==> src/rtl/hazard_pkg.sv <==
// rtl/hazard_pkg.sv - shared types and constants for the pipeline hazard controller
package hazard_pkg;

  // Memory-wait tracking states
  typedef enum logic [1:0] {
    RUN  = 2'd0,
    WAIT = 2'd1,
    ERR  = 2'd2
  } hz_state_e;

  // Register r0 is hardwired zero and never creates a dependency
  localparam logic [4:0] REG_ZERO = 5'd0;

  localparam int DEF_CNT_W       = 16;
  localparam int DEF_MEM_TIMEOUT = 64;

  // True when source a depends on an in-flight write to destination d
  function automatic logic reg_match(input logic [4:0] a, input logic [4:0] d, input logic en);
    return en && (d != REG_ZERO) && (a == d);
  endfunction

endpackage

==> src/rtl/sat_counter.sv <==
// rtl/sat_counter.sv - saturating event counter used for performance statistics
module sat_counter #(
  parameter int W = 16
) (
  input  logic         clk,
  input  logic         rst_n,
  input  logic         i_en,
  output logic [W-1:0] o_cnt
);

  localparam logic [W-1:0] ONE = {{(W-1){1'b0}}, 1'b1};

  logic [W-1:0] r_cnt;

  // Count qualifying cycles, sticking at all-ones instead of wrapping
  always_ff @(posedge clk or negedge rst_n) begin
    if (!rst_n) begin
      r_cnt <= '0;
    end else if (i_en && (r_cnt != '1)) begin
      r_cnt <= r_cnt + ONE;
    end
  end

  assign o_cnt = r_cnt;

endmodule

==> src/rtl/pipeline_hazard_ctrl.sv <==
// rtl/pipeline_hazard_ctrl.sv - stall/flush/freeze scheduler for the 5-stage pipeline
module pipeline_hazard_ctrl
  import hazard_pkg::*;
#(
  parameter int CNT_W       = DEF_CNT_W,
  parameter int MEM_TIMEOUT = DEF_MEM_TIMEOUT
) (
  input  logic             clk,
  input  logic             rst,
  input  logic             fwd_en,
  input  logic [4:0]       id_src1,
  input  logic [4:0]       id_src2,
  input  logic             id_single_src,
  input  logic [4:0]       exe_dest,
  input  logic             exe_wb_en,
  input  logic             exe_mem_r_en,
  input  logic [4:0]       mem_dest,
  input  logic             mem_wb_en,
  input  logic             br_taken,
  input  logic             mem_req,
  input  logic             mem_ready,
  output logic             hazard_detected,
  output logic             freeze_if,
  output logic             freeze_all,
  output logic             flush,
  output logic             mem_err,
  output logic [CNT_W-1:0] stall_cnt,
  output logic [CNT_W-1:0] mem_wait_cnt,
  output logic [CNT_W-1:0] flush_cnt
);

  // Wide enough to hold MEM_TIMEOUT-1, the last wait index before giving up
  localparam int                WAIT_W    = $clog2(MEM_TIMEOUT + 1);
  localparam logic [WAIT_W-1:0] WAIT_ONE  = WAIT_W'(1);
  localparam logic [WAIT_W-1:0] WAIT_LAST = WAIT_W'(MEM_TIMEOUT - 1);

  hz_state_e         r_state;
  hz_state_e         w_state_nxt;
  logic [WAIT_W-1:0] r_wait;
  logic [WAIT_W-1:0] w_wait_nxt;

  logic w_use2;
  logic w_exe_hit;
  logic w_mem_hit;
  logic w_raw;
  logic w_mem_busy;

  assign w_use2    = !id_single_src;
  assign w_exe_hit = reg_match(id_src1, exe_dest, 1'b1) | (w_use2 & reg_match(id_src2, exe_dest, 1'b1));
  assign w_mem_hit = reg_match(id_src1, mem_dest, 1'b1) | (w_use2 & reg_match(id_src2, mem_dest, 1'b1));

  // With forwarding only a load in EXE cannot be bypassed in time
  assign w_raw = fwd_en ? (w_exe_hit & exe_wb_en & exe_mem_r_en)
                        : ((w_exe_hit & exe_wb_en) | (w_mem_hit & mem_wb_en));

  // Once timed out the memory is ignored so the pipeline can drain
  assign mem_err    = (r_state == ERR);
  assign w_mem_busy = rst & mem_req & !mem_ready & !mem_err;

  // Prioritised control: memory freeze, then branch flush, then RAW bubble
  always_comb begin
    hazard_detected = 1'b0;
    freeze_if       = 1'b0;
    freeze_all      = 1'b0;
    flush           = 1'b0;
    if (rst) begin
      if (w_mem_busy) begin
        freeze_all = 1'b1;
        freeze_if  = 1'b1;
      end else if (br_taken) begin
        flush = 1'b1;
      end else if (w_raw) begin
        hazard_detected = 1'b1;
        freeze_if       = 1'b1;
      end
    end
  end

  // Memory-wait state and consecutive-wait index
  always_ff @(posedge clk or negedge rst) begin
    if (!rst) begin
      r_state <= RUN;
      r_wait  <= '0;
    end else begin
      r_state <= w_state_nxt;
      r_wait  <= w_wait_nxt;
    end
  end

  // Next-state: enter WAIT on a stalled access, give up after MEM_TIMEOUT stalled cycles
  always_comb begin
    w_state_nxt = r_state;
    w_wait_nxt  = r_wait;
    case (r_state)
      RUN: begin
        if (w_mem_busy) begin
          w_state_nxt = WAIT;
          w_wait_nxt  = WAIT_ONE;
        end
      end
      WAIT: begin
        if (!mem_req || mem_ready) begin
          w_state_nxt = RUN;
          w_wait_nxt  = '0;
        end else if (r_wait == WAIT_LAST) begin
          w_state_nxt = ERR;
          w_wait_nxt  = '0;
        end else begin
          w_wait_nxt = r_wait + WAIT_ONE;
        end
      end
      ERR: begin
        w_state_nxt = ERR;
        w_wait_nxt  = '0;
      end
      default: begin
        w_state_nxt = RUN;
        w_wait_nxt  = '0;
      end
    endcase
  end

  sat_counter #(.W(CNT_W)) u_stall_cnt (
    .clk   (clk),
    .rst_n (rst),
    .i_en  (hazard_detected),
    .o_cnt (stall_cnt)
  );

  sat_counter #(.W(CNT_W)) u_mem_wait_cnt (
    .clk   (clk),
    .rst_n (rst),
    .i_en  (freeze_all),
    .o_cnt (mem_wait_cnt)
  );

  sat_counter #(.W(CNT_W)) u_flush_cnt (
    .clk   (clk),
    .rst_n (rst),
    .i_en  (flush),
    .o_cnt (flush_cnt)
  );

endmodule

==> config.mk <==
export PLATFORM = sky130hd
export DESIGN_NAME = pipeline_hazard_ctrl
export DESIGN_NICKNAME = d
export VERILOG_FILES = /design/src/rtl/hazard_pkg.sv /design/src/rtl/sat_counter.sv /design/src/rtl/pipeline_hazard_ctrl.sv
export SDC_FILE = /design/constraint.sdc
export NUM_CORES = 1
export LEC_CHECK = 0
export CORE_MARGIN = 2
export CORE_UTILIZATION = 35
export CTS_CLUSTER_DIAMETER = 100
export CTS_CLUSTER_SIZE = 24
export DETAILED_ROUTE_END_ITERATION = 7
export PLACE_DENSITY = 0.61
export SYNTH_ARGS = -nofsm -noshare
export SYNTH_HDL_FRONTEND = slang
export SYNTH_SLANG_ARGS = --single-unit
export TNS_END_PERCENT = 30
==> constraint.sdc <==
create_clock -name clk -period 4.4 [get_ports clk]
set_input_delay 0.66 -clock clk [delete_from_list [all_inputs] [get_ports clk]]
set_output_delay 0.66 -clock clk [all_outputs]
set_load 0.01 [all_outputs]
==> impl_metrics.toml <==
[yosys]
syn_avg_cell_area_um2 = 10.4
synthCells = 288
yosys_register_bits = 57
synth.distinct_cells = 45
ys_warn_count = 0
syn_area_um2 = 2990
synth_nets = 322
ys_seq_area_frac = 0.477

[layout]
fin_area_um2 = 4130
n_fill_cell = 775
register_area_um2 = 1430
final_common_cell = "clkdlybuf4s50_1"
num_antenna_cells = 0
area_delta_synth_final_pct = 38.1
final_util = 0.500
multiInputGateArea_um2 = 1510
drive_gt1_frac = 0.0757
nets = 413
final_cell_mix = "81 x clkdlybuf4s50_1, 57 x dfrtp_1, 40 x xnor2_1"

[drt]
wl_per_cell_um = 14.1
ant_nets = 0
routed_wl_mm = 6.86
drt_pass1_iterations = 4
drc = 0
viasPerCell = 5.03
num_vias = 2455
drtIter0Drc = 58

[critical_path]
cp-endpoint = "hazard_detected"
critPathMaxFanout = 3
cp-end-kind = "output port"
path_cells = "clkdlybuf4s50_1, xnor2_1, nand4_1, o32a_1, o32a_1, nor2_1, clkdlybuf4s50_1"
r2r-end = "u_stall_cnt.o_cnt[1]"
r2r-start = "u_stall_cnt.o_cnt[2]"
reg2reg_slack_ps = 2070
startpoint = "exe_dest[1]"
crit_buf_inv = 2
required_ps = 3740
worstSetupPathType = "input port to output port"
critical_path_arrival_ps = 2810
cp_top_family = "buffers and inverters"
slowest_delay_ps = 540
slowest_stage = "clkdlybuf4s50_1"
r2r_cells = 6
cp_num_cells = 7
start_kind = "input port"

[sta]
max_freq_mhz = 289
hold_viol = 0
rsz0062_at_grt = "false"
finalCritPeriodShare = 0.788
setup_viol = 0
min_period_ps = 3470
final_max_slew_viol_count = 0
finClkSkew_ps = 6.92
slew-limit-headroom = 0.544
finalSetupTns_ps = 0
worst_slew_pin_slew_ps = 679
hold_ws_ps = 246

[run]
cap_violations = 0

[clock_network]
cts_tree = "done"
post_cts_resized = 0
cts_sinks = 57
clock_latency_ps = 330
cts_max_path_buffers = 2
hold_buffers = 0
cts_buffers = 9
cts_max_level = 3
clk_pin_slew_worst_paths_ps = 60
cts_setup_buffers = 0
root_buffer = "clkbuf_8"

[die]
dieWidth_um = 96.4
io_pins = 83
die-area_um2 = 9300
die_height_um = 96.4
row_count = 33
coreArea_um2 = 8260
start_util = 0.362

[global_route]
grt_pass1_wl_mm = 11.0
grt_use_total = 0.154
antenna_found_initial = 0
grt_max_degree = 44
grt_pass1_vias = 2340
grt_overflow = 0

[outcome]
status = "finished clean"

[pwr]
vdd_drop_max_uv = 426
power.density_nw_per_um2 = 351
p_leak_nw = 1.77

[placement]
dp_hpwl_mm = 5.17
placed_cell_area_um2 = 3920
portBuffers = 82
place_congestion = 0.702

[worst_hold_path]
hold_path.class = "input port to async pin"
## flip-flops by register name (all words and copies together) (netlist names)
signal,count
r_state,2
u_stall_cnt.o_cnt,16
u_flush_cnt.o_cnt,16
r_wait,7
u_mem_wait_cnt.o_cnt,16
## worst min-delay path by stage
stage / from / end / slack [ps] / depth (start not counted)
global placement: r_wait[6] / r_state[1] / 460 / 1
floorplan: rst / r_state[0] / 360 / 0
finish: rst / u_stall_cnt.o_cnt[15] / 250 / 1
global route: rst / u_stall_cnt.o_cnt[9] / 260 / 1
detailed placement: r_wait[6] / r_state[1] / 470 / 1
CTS: rst / u_stall_cnt.o_cnt[10] / 250 / 1
## Yosys cell counts, drive strengths merged
| master | n | area [µm²] |
|---|---|---|
| dfrtp | 57 | 1430 |
| xnor2 | 40 | 350 |
| nand2 | 32 | 120 |
| xor2 | 21 | 184 |
| nand3 | 18 | 90.1 |
| nor2 | 16 | 60.1 |
| nand4 | 14 | 87.6 |
| nor3 | 9 | 45.0 |
| o21ai | 9 | 45.0 |
| and3 | 5 | 31.3 |
| inv | 5 | 18.8 |
| mux2 | 5 | 56.3 |
| nor4 | 5 | 46.3 |
| or4 | 5 | 37.5 |
| buf | 4 | 36.3 |
| ha | 4 | 50.1 |
| a21oi | 3 | 18.8 |
| and4 | 3 | 26.3 |
| nand2b | 3 | 18.8 |
| nand3b | 3 | 22.5 |
| nor2b | 3 | 18.8 |
| o31ai | 3 | 22.5 |
| o32a | 3 | 30.0 |
| and2 | 2 | 12.5 |
| nor4b | 2 | 23.8 |
| or2 | 2 | 12.5 |
| a21boi | 1 | 7.51 |
| a22o | 1 | 8.76 |
| a31oi | 1 | 6.26 |
| a41oi | 1 | 8.76 |
| and3b | 1 | 8.76 |
| nand4b | 1 | 8.76 |
| nor3b | 1 | 7.51 |
| nor4bb | 1 | 10.0 |
| o21a | 1 | 7.51 |
| o22a | 1 | 8.76 |
| o41ai | 1 | 8.76 |
| or3 | 1 | 6.26 |
## layer usage
| metal | track usage | part of all wire | vias to the layer above |
|---|---|---|---|
| met5 | 0 | 0 | - |
| met4 | 0.0704 | 0.021 | 0 |
| met3 | 0.0403 | 0.069 | 11 |
| met2 | 0.245 | 0.46 | 64 |
| met1 | 0.196 | 0.46 | 1172 |
| li1 | - | - | 1208 |
## layout make-up
type / instances / share of cell area
timing repair buffer: 84 / 0.201
inverter: 5 / 0.00455
clock buffer: 13 / 0.0433
multi-input combinational: 222 / 0.365
clock inverter: 2 / 0.00848
tap: 105 / 0.0318
sequential: 57 / 0.345
## metrics by stage
| stage | worst slack, ps | instances | power (mW) |
|---|---|---|---|
| after floorplan | 1820 | 288 | 0.772 |
| after global placement | 929 | 473 | 0.940 |
| after detailed placement | 917 | 473 | 0.949 |
| after CTS | 911 | 488 | 1.47 |
| after global routing | 866 | 488 | 1.53 |
| final | 935 | 488 | 1.45 |
## cells by family after synthesis
kind of cell,share of synthesized area
buf+inv,0.0184
flops,0.477
mux,0.0188
xor+xnor,0.179
fa+ha+maj,0.0167
simple gates,0.232
compound gates,0.0578
## where the power goes
group          switching, mW  total, mW  internal (mW)  leakage, nW
Sequential            0.0724      0.648          0.576        0.773
Clock                  0.195      0.514          0.319        0.112
Combinational          0.120      0.288          0.167        0.887
No activity file was read; power rests on OpenSTA's default activity.
